`src/rtl/mem_stage_ctrl.sv`:
```
// mem_stage_ctrl: EX/MEM -> data memory -> WB stage controller.
// ex_*: EX valid/ready bundle in; Address/Writedata/MemRead/MemWrite/Readdata:
// word memory port; wb_*: registered result out (valid/ready).
// Optional define MEM_PERF_CNT_EN adds perf_loads/perf_stores/perf_stall_cycles.
module mem_stage_ctrl #(
  parameter int WAIT_CYCLES = 2,
  parameter int DEPTH_WORDS = 65,
  parameter int RD_W        = 5
) (
  input  logic            clk,
  input  logic            rst_n,
  input  logic            ex_valid,
  output logic            ex_ready,
  input  logic [31:0]     ex_alu_result,
  input  logic [31:0]     ex_store_data,
  input  logic            ex_mem_read,
  input  logic            ex_mem_write,
  input  logic            ex_reg_write,
  input  logic            ex_mem_to_reg,
  input  logic [RD_W-1:0] ex_rd,
  output logic [31:0]     Address,
  output logic [31:0]     Writedata,
  output logic            MemRead,
  output logic            MemWrite,
  input  logic [31:0]     Readdata,
  output logic            wb_valid,
  input  logic            wb_ready,
  output logic [31:0]     wb_read_data,
  output logic [31:0]     wb_alu_result,
  output logic            wb_reg_write,
  output logic            wb_mem_to_reg,
  output logic [RD_W-1:0] wb_rd,
  output logic            wb_fault
`ifdef MEM_PERF_CNT_EN
  ,
  output logic [31:0]     perf_loads,
  output logic [31:0]     perf_stores,
  output logic [31:0]     perf_stall_cycles
`endif
);

  localparam int WC = (WAIT_CYCLES < 1) ? 1 : WAIT_CYCLES;
  localparam int CW = (WC > 1) ? $clog2(WC) : 1;
  localparam logic [CW-1:0] CNT_INIT = CW'(WC - 1);
  localparam logic [31:0] DEPTH = 32'(DEPTH_WORDS);

  typedef enum logic [1:0] {
    IDLE,
    ACCESS,
    RESP
  } state_t;

  state_t        state;
  logic [CW-1:0] cnt;
  logic          up;
  logic          rd_op;
  logic          wr_op;

  logic acc;
  logic mem_op;
  logic fault;
  logic last;

  // up keeps ex_ready low until the first clock after reset release.
  assign ex_ready = up & ((state == IDLE) |
                          ((state == RESP) & wb_ready));
  assign acc    = ex_valid & ex_ready;
  assign mem_op = ex_mem_read | ex_mem_write;
  assign fault  = mem_op & (ex_alu_result >= DEPTH);
  assign last   = (state == ACCESS) & (cnt == '0);

  always_ff @(posedge clk or negedge rst_n) begin
    if (!rst_n) begin
      state         <= IDLE;
      cnt           <= '0;
      up            <= 1'b0;
      rd_op         <= 1'b0;
      wr_op         <= 1'b0;
      Address       <= '0;
      Writedata     <= '0;
      MemRead       <= 1'b0;
      MemWrite      <= 1'b0;
      wb_valid      <= 1'b0;
      wb_read_data  <= '0;
      wb_alu_result <= '0;
      wb_reg_write  <= 1'b0;
      wb_mem_to_reg <= 1'b0;
      wb_rd         <= '0;
      wb_fault      <= 1'b0;
    end else begin
      up <= 1'b1;
      unique case (state)
        ACCESS: begin
          if (cnt == '0) begin
            MemRead  <= 1'b0;
            MemWrite <= 1'b0;
            if (rd_op && !wr_op)
              wb_read_data <= Readdata;
            wb_valid <= 1'b1;
            state    <= RESP;
          end else begin
            cnt <= cnt - CW'(1);
          end
        end
        RESP: begin
          if (wb_ready) begin
            wb_valid <= 1'b0;
            state    <= IDLE;
          end
        end
        default: ;
      endcase
      // Accept overrides the RESP->IDLE step for back-to-back issue.
      if (acc) begin
        rd_op         <= ex_mem_read;
        wr_op         <= ex_mem_write;
        wb_alu_result <= ex_alu_result;
        wb_rd         <= ex_rd;
        wb_mem_to_reg <= ex_mem_to_reg;
        wb_reg_write  <= ex_reg_write & ~fault;
        wb_fault      <= fault;
        wb_read_data  <= '0;
        if (!mem_op || fault) begin
          state    <= RESP;
          wb_valid <= 1'b1;
        end else begin
          state     <= ACCESS;
          wb_valid  <= 1'b0;
          cnt       <= CNT_INIT;
          Address   <= ex_alu_result;
          Writedata <= ex_mem_write ? ex_store_data : '0;
          // A write wins when both read and write are set.
          MemWrite  <= ex_mem_write;
          MemRead   <= ~ex_mem_write;
        end
      end
    end
  end

`ifdef MEM_PERF_CNT_EN
  always_ff @(posedge clk or negedge rst_n) begin
    if (!rst_n) begin
      perf_loads        <= '0;
      perf_stores       <= '0;
      perf_stall_cycles <= '0;
    end else begin
      if (last && !wr_op && perf_loads != '1)
        perf_loads <= perf_loads + 32'd1;
      if (last && wr_op && perf_stores != '1)
        perf_stores <= perf_stores + 32'd1;
      if (ex_valid && !ex_ready &&
          perf_stall_cycles != '1)
        perf_stall_cycles <= perf_stall_cycles + 32'd1;
    end
  end
`endif

endmodule

```
`config.mk`:
```
export PLATFORM = sky130hd
export DESIGN_NAME = mem_stage_ctrl
export DESIGN_NICKNAME = d
export VERILOG_FILES = /design/src/rtl/mem_stage_ctrl.sv
export SDC_FILE = /design/constraint.sdc
export NUM_CORES = 1
export LEC_CHECK = 0
export CAP_MARGIN = 20
export CORE_UTILIZATION = 45
export CTS_BUF_LIST = sky130_fd_sc_hd__clkbuf_8
export DETAILED_ROUTE_END_ITERATION = 8
export GPL_ROUTABILITY_DRIVEN = 0
export PLACE_DENSITY = 0.95
export SLEW_MARGIN = 5
export SYNTH_ARGS = -nofsm -noshare
export SYNTH_HDL_FRONTEND = slang
export SYNTH_SLANG_ARGS = --single-unit
```
`constraint.sdc`:
```
create_clock -name clk -period 3 [get_ports clk]
set_clock_uncertainty 0.1 [all_clocks]
set_input_delay 0.3 -clock clk [delete_from_list [all_inputs] [get_ports clk]]
set_output_delay 0.3 -clock clk [all_outputs]
set_load 0.01 [all_outputs]
```
Word level (Yosys, flattened, before mapping). Cells that the tools add are included. W data, S select, Z words.

Register bits: 145. Output and inout bits: 140.

Mux-type cells: 27. Equality and inequality tests: 5. Magnitude comparators: 1. Bitwise logic cells: 10. Add/sub/neg operators: 1. Reduce and logical (&&, ||, !) cells: 11.

Operators by type and width (count): $mux W32 (5); $ge A32 B7 Y1 const B (1); $mux W1 (16); $mux W2 (4); $ne A3 B3 Y1 const B (2); $reduce_and A3 Y1 (2); $and A1 B1 Y1 (5); $pmux W2 S2 (1); $reduce_bool A2 Y1 (2); $not A1 Y1 (3); $reduce_bool A3 Y1 (1); $eq A2 B1 Y1 const B (1); $eq A2 B2 Y1 const B (1); $logic_not A1 Y1 (2); $logic_not A2 Y1 (1); $ne A2 B1 Y1 const B (1); $or A1 B1 Y1 (2); $pmux W1 S2 (1); $reduce_and A2 Y1 (1); $logic_and A1 B1 Y1 (1); $logic_or A1 B1 Y1 (1); $sub A1 B1 Y1 const B (1).

Depth between registers and ports, before layout.
Word-level depth: 7. Depth in mapped cells: 6. Depth with buffers taken out: 4.

Worst setup path before layout. Ideal clock, no wire load.

Path kind: in2reg. Start: input port ex_alu_result[4]. End: register Address[0]. Setup time: 125 ps. Data arrival time: 1714 ps. Stages: 5. Buffers on the path: 1. Slack: 1061 ps. Path through: or4_1 o31ai_4 nand4_4 buf_6 mux2_4.

Word-level cells in the longest chain between the ends: 5.

Ends and longest elaborated chain: start, declared (RTL line 14) `input logic [31:0] ex_alu_result,`; $ge A32 B7 Y1 (RTL line 69) `assign fault = mem_op & (ex_alu_result >= DEPTH);`; $and A1 B1 Y1 (RTL line 69); $logic_or A1 B1 Y1 (RTL line 123) `if (!mem_op || fault) begin`; $not A1 Y1 (no line); $reduce_and A2 Y1 (no line); end signal, assigned (RTL line 130) `Address <= ex_alu_result;`; end, declared (RTL line 21) `output logic [31:0] Address,`.

No other way between the ends. A chain may end at the register's enable or synchronous reset.

Worst setup path after layout.
Start: input port ex_alu_result[4]. End: register Writedata[24].

Word-level cells in the longest chain between the ends: 5.

Ends and longest elaborated chain: $ge A32 B7 Y1 (RTL line 69); $and A1 B1 Y1 (RTL line 69); $logic_or A1 B1 Y1 (RTL line 123); $not A1 Y1 (no line); $reduce_and A2 Y1 (no line); end signal, assigned (RTL line 131) `Writedata <= ex_mem_write ? ex_store_data : '0;`; end, declared (RTL line 22) `output logic [31:0] Writedata,`.

No other way between the ends.

==> flow_metrics.env <==
export IMPL_grt_pass1_wl_mm=22.8
export IMPL_cts_buffers=17
export IMPL_synthesis_nets=463
export IMPL_ant_nets=0
export IMPL_drv_slew=0
export IMPL_syn_area_per_cell_um2=14.9
export IMPL_pin_count=249
export IMPL_drive_gt1_share_pct=13.6
export IMPL_initial_utilization_pct=46.3
export IMPL_fin_setup_tns_ns=0
export IMPL_hp_class="input port to flop"
export IMPL_row_count=39
export IMPL_cts_setup_buffers=0
export IMPL_worst_pin_slew_ns=0.638
export IMPL_dr_pass1_iters=4
export IMPL_cts_hold_buf=1
export IMPL_power_density_nw_per_um2=474
export IMPL_areaGrowthSynthToFinish_pct=59.4
export IMPL_cp_max_fo=59
export IMPL_cts_resized=0
export IMPL_netlist_area_um2=5280
export IMPL_critPathRequiredTime_ns=3.22
export IMPL_viasPerCell=5.27
export IMPL_clockBufferDepth=2
export IMPL_top_layer="met4"
export IMPL_wl_mm=15.4
export IMPL_cts_tree="yes"
export IMPL_grt_overflow=0
export IMPL_cp_end_kind="flop"
export IMPL_hold_violations=0
export IMPL_crit_slowest_cell="or4_1"
export IMPL_synth_ff_type="dfrtp_1"
export IMPL_synth_seq_cells=144
export IMPL_critPathKind="input port to flop"
export IMPL_slew_headroom_pct=57.5
export IMPL_antenna_cells=0
export IMPL_wl_met3_mm=1.47
export IMPL_critical_path_top_delay_family="simple AND/OR/NAND/NOR gates"
export IMPL_finalCriticalPeriod_ns=2.29
export IMPL_ys_warnings_count=0
export IMPL_h_tree_depth=4
export IMPL_finalNetCount=715
export IMPL_crit_chain="clkdlybuf4s50_1 -> or4_1 -> o31ai_4 -> nand4_4 -> buf_12 -> a22o_1"
export IMPL_drv_cap=0
export IMPL_clock_sinks=144
export IMPL_drt_iter0_drc=220
export IMPL_place_hpwl_mm=10.8
export IMPL_die_height_um=110
export IMPL_post_route_period_util_pct=76.2
export IMPL_clock_latency_ns=0.43
export IMPL_max_stage_delay_ns=0.60
export IMPL_async_flop_share_pct=100
export IMPL_grt_usage_pct=26.0
export IMPL_drc=0
export IMPL_cts_root_buf="clkbuf_8"
export IMPL_synth_cells=354
export IMPL_antenna_found_initial=0
export IMPL_status="completed"
export IMPL_die_w_um=110
export IMPL_dieArea_um2=12200
export IMPL_num_vias=4014
export IMPL_setup_viol=0
export IMPL_first_global_vias=4263
export IMPL_synth_edf_count=0
export IMPL_io_buffer_count=248
export IMPL_grt_setup_unrepaired="false"
export IMPL_synth_distinct_cells=31
export IMPL_max_vdd_ir_drop_mv=0.384
export IMPL_wl_met1_mm=5.38
export IMPL_cts_clk_slew_worst_paths_ns=0.07
export IMPL_grt_start_max_net_pins=70
export IMPL_route_met2_wl_mm=8.09
export IMPL_cp_start_kind="input port"
export IMPL_arrival_ns=2.51
export IMPL_core_area_um2=11400
export IMPL_worst_path_buf_inv=2
export IMPL_synth_seq_area_share_pct=68.2
export IMPL_final_util_pct=73.7
export IMPL_clock_fmax_ghz=0.437
export IMPL_wire_per_inst_um=20.2
export IMPL_p_leak_nw=3.96
export IMPL_fill_cells=724
[Yosys cell counts (2+ instances only)]
library cell  count  area [um2]
a21oi_1           2        10.0
nor4_1            5        31.3
and4_1            3        26.3
nand2_1          24        90.1
clkbuf_1         12        45.0
mux2_4            7         105
and2_1           26         163
buf_2             5        25.0
a22o_1           66         578
and3_1            2        12.5
nor2_1            2        7.51
nand3_1           2        10.0
dfrtp_1         144        3600
buf_6             5        56.3
mux2_2           33         372
[cells by family after synthesis]
logic type             Yosys count  share of synthesized area (%)
flip-flops                     144                           68.2
AO/OA/AOI/OAI                   73                           12.2
buffers and inverters           24                           2.61
AND/OR/NAND/NOR                 71                           7.72
other                            1                         0.0710
multiplexers                    41                           9.22
[final timing paths]
path	end	slack [ns]	depth (start not counted)	start
worst min register to register	wb_rd[0]	0.38	2	wb_rd[0]
max in group asynchronous	Address[22]	1.69	3	rst_n
worst max-delay path	Writedata[24]	0.71	6	ex_alu_result[4]
worst max register to register	Writedata[24]	0.88	5	state[0]
min in group asynchronous	wb_read_data[2]	0.34	2	rst_n
worst min-delay path	wb_rd[3]	0.29	3	ex_rd[3]
[worst reg2reg max path: stages, from the launching register on]
cell and delay, ns:
dfrtp_1 0.41, nor2b_1 0.28, o2111a_1 0.34, nand4_4 0.28, buf_12 0.28, a22o_1 0.31
[cell type report]
class / instances / area, um2 / share of cell area, %
Clock buffer: 20 / 275 / 3.27
Clock inverter: 12 / 213 / 2.53
Inverter: 1 / 3.75 / 0.0446
Multi-Input combinational cell: 186 / 1550 / 18.5
Sequential cell: 144 / 3600 / 42.8
Tap cell: 143 / 179 / 2.13
Timing Repair Buffer: 256 / 2590 / 30.8
[power by group]
part / total, mW / switching (mW) / leakage [nW] / internal, mW
registers: 1.94 / 0.000184 / 1.99 / 1.94
logic: 0.206 / 0.0745 / 1.72 / 0.131
clock network: 1.85 / 0.715 / 0.247 / 1.13
[routing by layer]
metal | vias up | global-route usage [%]
met2 | 192 | 44.6
met1 | 2001 | 26.9
met4 | 0 | 11.7
met5 | - | 0
li1 | 1782 | -
met3 | 39 | 12.3
[cell usage in the layout (no fill, tap or decap), types with 4 or more instances in the layout]
master	count
a22o_1	66
clkbuf_8	20
mux2_4	7
buf_4	4
bufinv_16	6
and2_1	26
clkdlybuf4s50_1	247
nand2_1	24
nor4_1	5
dfrtp_1	144
mux2_2	33
[per-stage QoR]
stage,hold slack (ns),cell area (um2),worst slack (ns),total power [mW],std cells
3_5_place_dp,0.250,7920,0.263,2.19,729
3_3_place_gp,0.238,7890,0.327,2.18,728
6_report,0.293,8420,0.713,3.99,762
2_1_floorplan,-0.0956,5280,1.06,1.99,354
5_1_grt,0.283,8420,0.599,4.13,762
4_1_cts,0.252,8420,0.694,4.04,762
Power figures use the tool's default switching activity.
